**src/rtl/ps2_pkg.sv**
```systemverilog
`default_nettype none
// ============================================================================
//  Module      : ps2_pkg
//  Description : Shared constants and types for the PS/2 mouse receiver.
//  Revision    : 1.0  initial release
// ============================================================================
package ps2_pkg;

    localparam int FRAME_BITS = 11;

    // byte0 (status byte) bit positions
    localparam int BTN_L = 0;
    localparam int BTN_R = 1;
    localparam int BTN_M = 2;
    localparam int SYNC  = 3;
    localparam int XSIGN = 4;
    localparam int YSIGN = 5;
    localparam int XOVF  = 6;
    localparam int YOVF  = 7;

    typedef enum logic [1:0] {
        IDLE  = 2'd0,
        SHIFT = 2'd1,
        CHECK = 2'd2
    } bit_state_t;

endpackage
`default_nettype wire

```
**src/rtl/ps2_byte_rx.sv**
```systemverilog
`default_nettype none
// ============================================================================
//  Module      : ps2_byte_rx
//  Description : PS/2 line synchroniser and 11-bit frame deserialiser with
//                parity/stop checking and mid-frame timeout.
//  Revision    : 1.0  initial release
// ============================================================================
module ps2_byte_rx
    import ps2_pkg::*;
#(
    parameter int SYNC_STAGES = 2,
    parameter int TIMEOUT_CYC = 5000,
    parameter int CNT_W       = 13
) (
    input  logic       clk,
    input  logic       rst,
    input  logic       i_ps2_clk,
    input  logic       i_ps2_dat,
    output logic [7:0] o_byte,
    output logic       o_byte_valid,
    output logic       o_err
);

    // Abort is registered one cycle early so the error pulse lands exactly
    // TIMEOUT_CYC cycles after the last falling edge.
    localparam logic [CNT_W-1:0] c_tmo_last = CNT_W'(TIMEOUT_CYC - 2);
    localparam logic [3:0]       c_last_bit = 4'(FRAME_BITS - 2);

    logic [SYNC_STAGES-1:0] r_clk_sync;
    logic [SYNC_STAGES-1:0] r_dat_sync;
    logic                   r_clk_prev;
    bit_state_t             r_state;
    logic [3:0]             r_cnt;
    logic [8:0]             r_shift;
    logic [CNT_W-1:0]       r_tcnt;

    logic       w_fall;
    logic       w_dat;
    logic [9:0] w_next;
    logic       w_good;

    assign w_fall = r_clk_prev & ~r_clk_sync[SYNC_STAGES-1];
    assign w_dat  = r_dat_sync[SYNC_STAGES-1];
    // w_next = {stop, parity, data[7:0]} when the final bit is being sampled
    assign w_next = {w_dat, r_shift};
    assign w_good = (^w_next[8:0]) & w_next[9];

    always_ff @(posedge clk or posedge rst) begin
        if (rst) begin
            r_clk_sync   <= '1;
            r_dat_sync   <= '1;
            r_clk_prev   <= 1'b1;
            r_state      <= IDLE;
            r_cnt        <= '0;
            r_shift      <= '0;
            r_tcnt       <= '0;
            o_byte       <= '0;
            o_byte_valid <= 1'b0;
            o_err        <= 1'b0;
        end else begin
            r_clk_sync   <= {r_clk_sync[SYNC_STAGES-2:0], i_ps2_clk};
            r_dat_sync   <= {r_dat_sync[SYNC_STAGES-2:0], i_ps2_dat};
            r_clk_prev   <= r_clk_sync[SYNC_STAGES-1];
            o_byte_valid <= 1'b0;
            o_err        <= 1'b0;

            case (r_state)
                IDLE: begin
                    r_tcnt <= '0;
                    if (w_fall && !w_dat) begin
                        r_state <= SHIFT;
                        r_cnt   <= '0;
                    end
                end
                SHIFT: begin
                    if (w_fall) begin
                        r_tcnt  <= '0;
                        r_shift <= w_next[9:1];
                        r_cnt   <= r_cnt + 4'd1;
                        if (r_cnt == c_last_bit) begin
                            r_state      <= CHECK;
                            o_byte       <= w_next[7:0];
                            o_byte_valid <= w_good;
                            o_err        <= ~w_good;
                        end
                    end else if (r_tcnt == c_tmo_last) begin
                        r_state <= IDLE;
                        r_tcnt  <= '0;
                        o_err   <= 1'b1;
                    end else begin
                        r_tcnt <= r_tcnt + 1'b1;
                    end
                end
                CHECK: begin
                    r_state <= IDLE;
                    r_tcnt  <= '0;
                end
                default: r_state <= IDLE;
            endcase
        end
    end

endmodule
`default_nettype wire

```
**src/rtl/ps2_mouse_rx.sv**
```systemverilog
`default_nettype none
// ============================================================================
//  Module      : ps2_mouse_rx
//  Description : Receive-only PS/2 mouse front end; assembles 3-byte
//                stream-mode packets into buttons and signed 9-bit deltas.
//  Revision    : 1.0  initial release
// ============================================================================
module ps2_mouse_rx
    import ps2_pkg::*;
#(
    parameter int SYNC_STAGES = 2,
    parameter int TIMEOUT_CYC = 5000,
    parameter int CNT_W       = 13
) (
    input  logic       clk_clk,
    input  logic       reset_reset,
    input  logic       ps2_clk,
    input  logic       ps2_dat,
    output logic       pkt_valid,
    output logic [2:0] btn,
    output logic [8:0] dx,
    output logic [8:0] dy,
    output logic       x_ovf,
    output logic       y_ovf,
    output logic       frame_err
);

    logic [7:0] w_byte;
    logic       w_byte_valid;
    logic       w_err;
    logic       w_unused_sync;

    logic [1:0] r_idx;
    logic [7:0] r_b0;
    logic [7:0] r_b1;

    ps2_byte_rx #(
        .SYNC_STAGES (SYNC_STAGES),
        .TIMEOUT_CYC (TIMEOUT_CYC),
        .CNT_W       (CNT_W)
    ) u_byte_rx (
        .clk          (clk_clk),
        .rst          (reset_reset),
        .i_ps2_clk    (ps2_clk),
        .i_ps2_dat    (ps2_dat),
        .o_byte       (w_byte),
        .o_byte_valid (w_byte_valid),
        .o_err        (w_err)
    );

    assign frame_err     = w_err;
    assign w_unused_sync = r_b0[SYNC];

    always_ff @(posedge clk_clk or posedge reset_reset) begin
        if (reset_reset) begin
            r_idx     <= 2'd0;
            r_b0      <= '0;
            r_b1      <= '0;
            pkt_valid <= 1'b0;
            btn       <= '0;
            dx        <= '0;
            dy        <= '0;
            x_ovf     <= 1'b0;
            y_ovf     <= 1'b0;
        end else begin
            pkt_valid <= 1'b0;
            if (w_err) begin
                r_idx <= 2'd0;
            end else if (w_byte_valid) begin
                case (r_idx)
                    2'd0: begin
                        // Bytes without the sync bit are dropped to regain alignment
                        if (w_byte[SYNC]) begin
                            r_b0  <= w_byte;
                            r_idx <= 2'd1;
                        end
                    end
                    2'd1: begin
                        r_b1  <= w_byte;
                        r_idx <= 2'd2;
                    end
                    default: begin
                        r_idx     <= 2'd0;
                        pkt_valid <= 1'b1;
                        btn       <= r_b0[BTN_M:BTN_L];
                        dx        <= {r_b0[XSIGN], r_b1};
                        dy        <= {r_b0[YSIGN], w_byte};
                        x_ovf     <= r_b0[XOVF];
                        y_ovf     <= r_b0[YOVF];
                    end
                endcase
            end
        end
    end

endmodule
`default_nettype wire
```
**config.mk**
```make
export PLATFORM = sky130hd
export DESIGN_NAME = ps2_mouse_rx
export DESIGN_NICKNAME = d
export VERILOG_FILES = /design/src/rtl/ps2_pkg.sv /design/src/rtl/ps2_byte_rx.sv /design/src/rtl/ps2_mouse_rx.sv
export SDC_FILE = /design/constraint.sdc
export NUM_CORES = 1
export LEC_CHECK = 0
export ABC_AREA = 0
export BUFFER_PORTS_ARGS = -buffer_cell sky130_fd_sc_hd__clkbuf_2
export CAP_MARGIN = 20
export CORE_AREA = 2 2 83 85
export DETAILED_ROUTE_END_ITERATION = 12
export DIE_AREA = 0 0 85 87
export HOLD_SLACK_MARGIN = 0.1
export MAX_ROUTING_LAYER = met4
export PLACE_DENSITY_LB_ADDON = 0.08
export SETUP_SLACK_MARGIN = 0.1
export SLEW_MARGIN = 30
export SYNTH_ARGS = -nofsm -noshare
export SYNTH_HDL_FRONTEND = slang
export SYNTH_SLANG_ARGS = --single-unit
```
**constraint.sdc**
```tcl
create_clock -name clk_clk -period 3.1 [get_ports clk_clk]
set_input_delay 0.155 -clock clk_clk [delete_from_list [all_inputs] [get_ports clk_clk]]
set_output_delay 0.155 -clock clk_clk [all_outputs]
set_load 0.02 [all_outputs]
```
==> results.ini <==
[min_path]
whs_endpoint = u_byte_rx.r_dat_sync[1]
hold_path.class = reg -> reg
min_path_cells = 0
worst_hold_startpoint = u_byte_rx.r_dat_sync[0]

[finish]
antenna-diode-count = 0
layout.nets = 330
area.growth.synth_to_final_pct = 13.2
final_core_utilization_pct = 61.6
final_layout_size_suffix_gt1_share_pct = 32.7
fillCellCount = 518

[place]
portBuffers = 28
post-dp-hpwl_mm = 3.97
finalWeightedCongestion = 0.840

[synthesis]
synth-seq-cells = 84
avgSynthCellArea_um2 = 12.4
synth_seq_area_share_pct = 59.0
async_reset_ff_share_pct = 100
mapped_cell_area_mm2 = 0.00357
synthDistinctLibCells = 43
syn-instance-count = 288
synth-edff-count = 0
postSynthNetCount = 296
synthFlopType = dfrtp_1
yosysWarningCount = 0

[global_routing]
grt_start_max_net_pins = 47
groute.layer.met1.usage_pct = 23.7
grt_overflow = 0
grt_most_used_layer = met2
grt.met3_usage_pct = 3.41
antenna_found_initial = 0
gr-usage-all-layers_pct = 18.2
grt_util_met2_pct = 27.2
global_route_wire_length_before_repair_mm = 10.1
grt_pass1_vias = 2066

[sta]
rsz_0062_raised_after_global_routing = false
clock_skew_ps = 8.39
finalWorstPathRequiredPeriod_ps = 2070
setup-tns-final_ps = 0
timing.slew.headroom_pct = 41.4
final_max_slew_viol_count = 0
report.final.setup_viol = 0
max_freq_mhz = 484
fin_worst_hold_slack_ps = 358
worst-slew-pin-transition_ps = 876
finalHoldViolCount = 0
final_critical_path_share_of_the_clock_period_pct = 66.7

[setup_path]
crit_path_top_delay_cell = dfstp_2
critical_path_peak_fanout = 15
critical_path.endpoint_type = register
timing.setup.critical_path_class = reg -> reg
worstRegToRegCells = 3
setup.worst_path.start_class = register
startpoint_of_the_worst_register_to_register_path = u_byte_rx.r_clk_prev
worstPathCellList = nand4bb_1 -> nor2_4 -> mux2_2
r2r-end = u_byte_rx.o_byte[4]
regToRegSetupSlack_ps = 1030
timing.critical_path.slowest_cell_delay_ps = 550
critical_path_arrival_ps = 2310
crit_required_ps = 3340

[route]
drt_drc_violations_left = 0
wl_per_cell_um = 14.5
finalWirelength_mm = 5.90
firstDrtPassIters = 4
drt_iter0_markers = 76
detailed_route_via_count = 2213
final_antenna_net_count = 0
avgViaCountPerCell = 5.44

[pwr]
vdd_drop_max_mv = 0.334
cellPowerDensity_mw_per_mm2 = 616
power.static_leakage_uw = 0.00204

[clocking]
tritoncts = yes
clk-insertion-delay-late_ps = 350
clock_sink_count = 84
h-tree-depth = 3
root_buffer = clkbuf_8
clk_transition_reported_paths_ps = 80
tritoncts.num_buffers = 9
clk_path_buf_depth = 2

[run_status]
result_of_the_run = finished, final reports clean

[run]
max_cap_viol_count = 0

[floorplanning]
die_area_mm2 = 0.00740
die_width_um = 85
placeableCoreArea_mm2 = 0.00657
die_ht_um = 87
start_util_pct = 54.4
num_io_pins = 29
core.rowCount = 30

## state kept, by name, indices dropped and copies added, names as in the netlist
signal and flops:
u_byte_rx.r_dat_sync 2, u_byte_rx.r_state 2, u_byte_rx.r_tcnt 13, y_ovf 1
u_byte_rx.o_err 1, dy 9, r_b0 7, u_byte_rx.r_clk_sync 2
dx 9, r_idx 2, u_byte_rx.r_cnt 4, x_ovf 1
btn 3, u_byte_rx.o_byte 8, r_b1 8, u_byte_rx.r_shift 9
u_byte_rx.r_clk_prev 1, u_byte_rx.o_byte_valid 1, pkt_valid 1
## report_power, final
part           internal (uW)  total [uW]  leakage [uW]  switching (uW)
Combinational            197         366      0.000784             169
Sequential              1170        1270       0.00115            90.8
Clock                    459         859      0.000110             400
Total                   1830        2490       0.00204             659
## per-layer routing
layer	share of wire, %	up-vias
li1	-	1071
met1	48	1080
met4	2.1	0
met5	0	-
met2	47	49
met3	3.5	13
## placed cells by master (no fill, tap or decap), drive strengths merged, types with 6 or more instances in the layout
| master | n |
|---|---|
| clkbuf | 37 |
| dfrtp | 79 |
| inv | 9 |
| mux2 | 46 |
| nand2 | 41 |
| nand3 | 11 |
| nor2 | 6 |
| o21ai | 11 |
| xor2 | 7 |
## through the flow
step | worst slack (ps) | instances | instance area [um2] | total power (uW)
2_1_floorplan | 788 | 288 | 3570 | 1580
3_3_place_gp | 1120 | 388 | 3790 | 1640
3_5_place_dp | 1050 | 388 | 3790 | 1650
4_1_cts | 1030 | 407 | 4040 | 2520
5_1_grt | 874 | 407 | 4050 | 2620
6_report | 1030 | 407 | 4050 | 2490
## how the worst max path moves through the flow
stage / startpoint / to / slack (ps) / cells past startpoint
6_report: u_byte_rx.r_clk_prev / u_byte_rx.o_byte[4] / 1030 / 3
5_1_grt: u_byte_rx.r_clk_prev / u_byte_rx.o_byte[1] / 870 / 3
4_1_cts: u_byte_rx.r_clk_prev / u_byte_rx.o_byte[1] / 1030 / 3
3_5_place_dp: u_byte_rx.r_clk_prev / u_byte_rx.o_byte[1] / 1050 / 3
3_3_place_gp: u_byte_rx.r_clk_prev / u_byte_rx.o_byte[2] / 1120 / 3
2_1_floorplan: reset_reset / btn[0] / 790 / 1
## critical path, delay by kind of cell (launching register included)
kind          cells  cell delay [ps]
simple gates      2             1030
flops             1              550
mux               1              380
## cell usage after synthesis, types with 2 or more instances
library cell  count  area share [%]
nand3b_1          2            0.42
nor2b_1           3            0.53
a21oi_1           2            0.28
a22o_1            2            0.49
dfstp_2           5             3.7
nand3_1          11             1.5
o21ai_0           9             1.3
inv_1             8            0.84
nand2b_1          4            0.70
o21ai_1           2            0.28
and4_1            3            0.74
mux2_2           46              14
buf_2             5            0.70
a31o_2            2            0.49
xnor2_1           2            0.49
nand2_1          40             4.2
and2_1            5            0.88
o22ai_1           2            0.35
nor2_1            5            0.53
a31oi_1           5            0.88
nand4_1           5            0.88
nor3_1            3            0.42
clkbuf_1          6            0.63
ha_1              4             1.4
dfrtp_1          79              55
xor2_1            7             1.7
mux2i_1           3            0.84
and3_1            3            0.53
## kinds of logic (layout without fill, tap and decap cells)
logic type	Yosys count	count (layout)	synth area share [%]
AO/OA/AOI/OAI	26	26	4.48
flip-flops	84	84	59.0
buffers and inverters	19	58	2.17
XOR/XNOR	11	11	3.50
AND/OR/NAND/NOR	95	95	14.1
adder cells (fa/ha/maj)	4	4	1.40
multiplexers	49	49	15.3
## timing repair
action	CTS	global route
hold endpoints to repair	41	0
buffers inserted	0	0
hold buffers	3	0
resized for setup	0	0
## area by class of cell
cell class | count | area (um2) | area share, %
Sequential cell | 84 | 2110 | 52.1
Clock buffer | 9 | 124 | 3.06
Clock inverter | 7 | 98.8 | 2.44
Tap cell | 80 | 100 | 2.47
Timing Repair Buffer | 34 | 193 | 4.76
Multi-Input combinational cell | 185 | 1390 | 34.4
Inverter | 8 | 31.3 | 0.773
No activity file was read; power rests on OpenSTA's default activity.
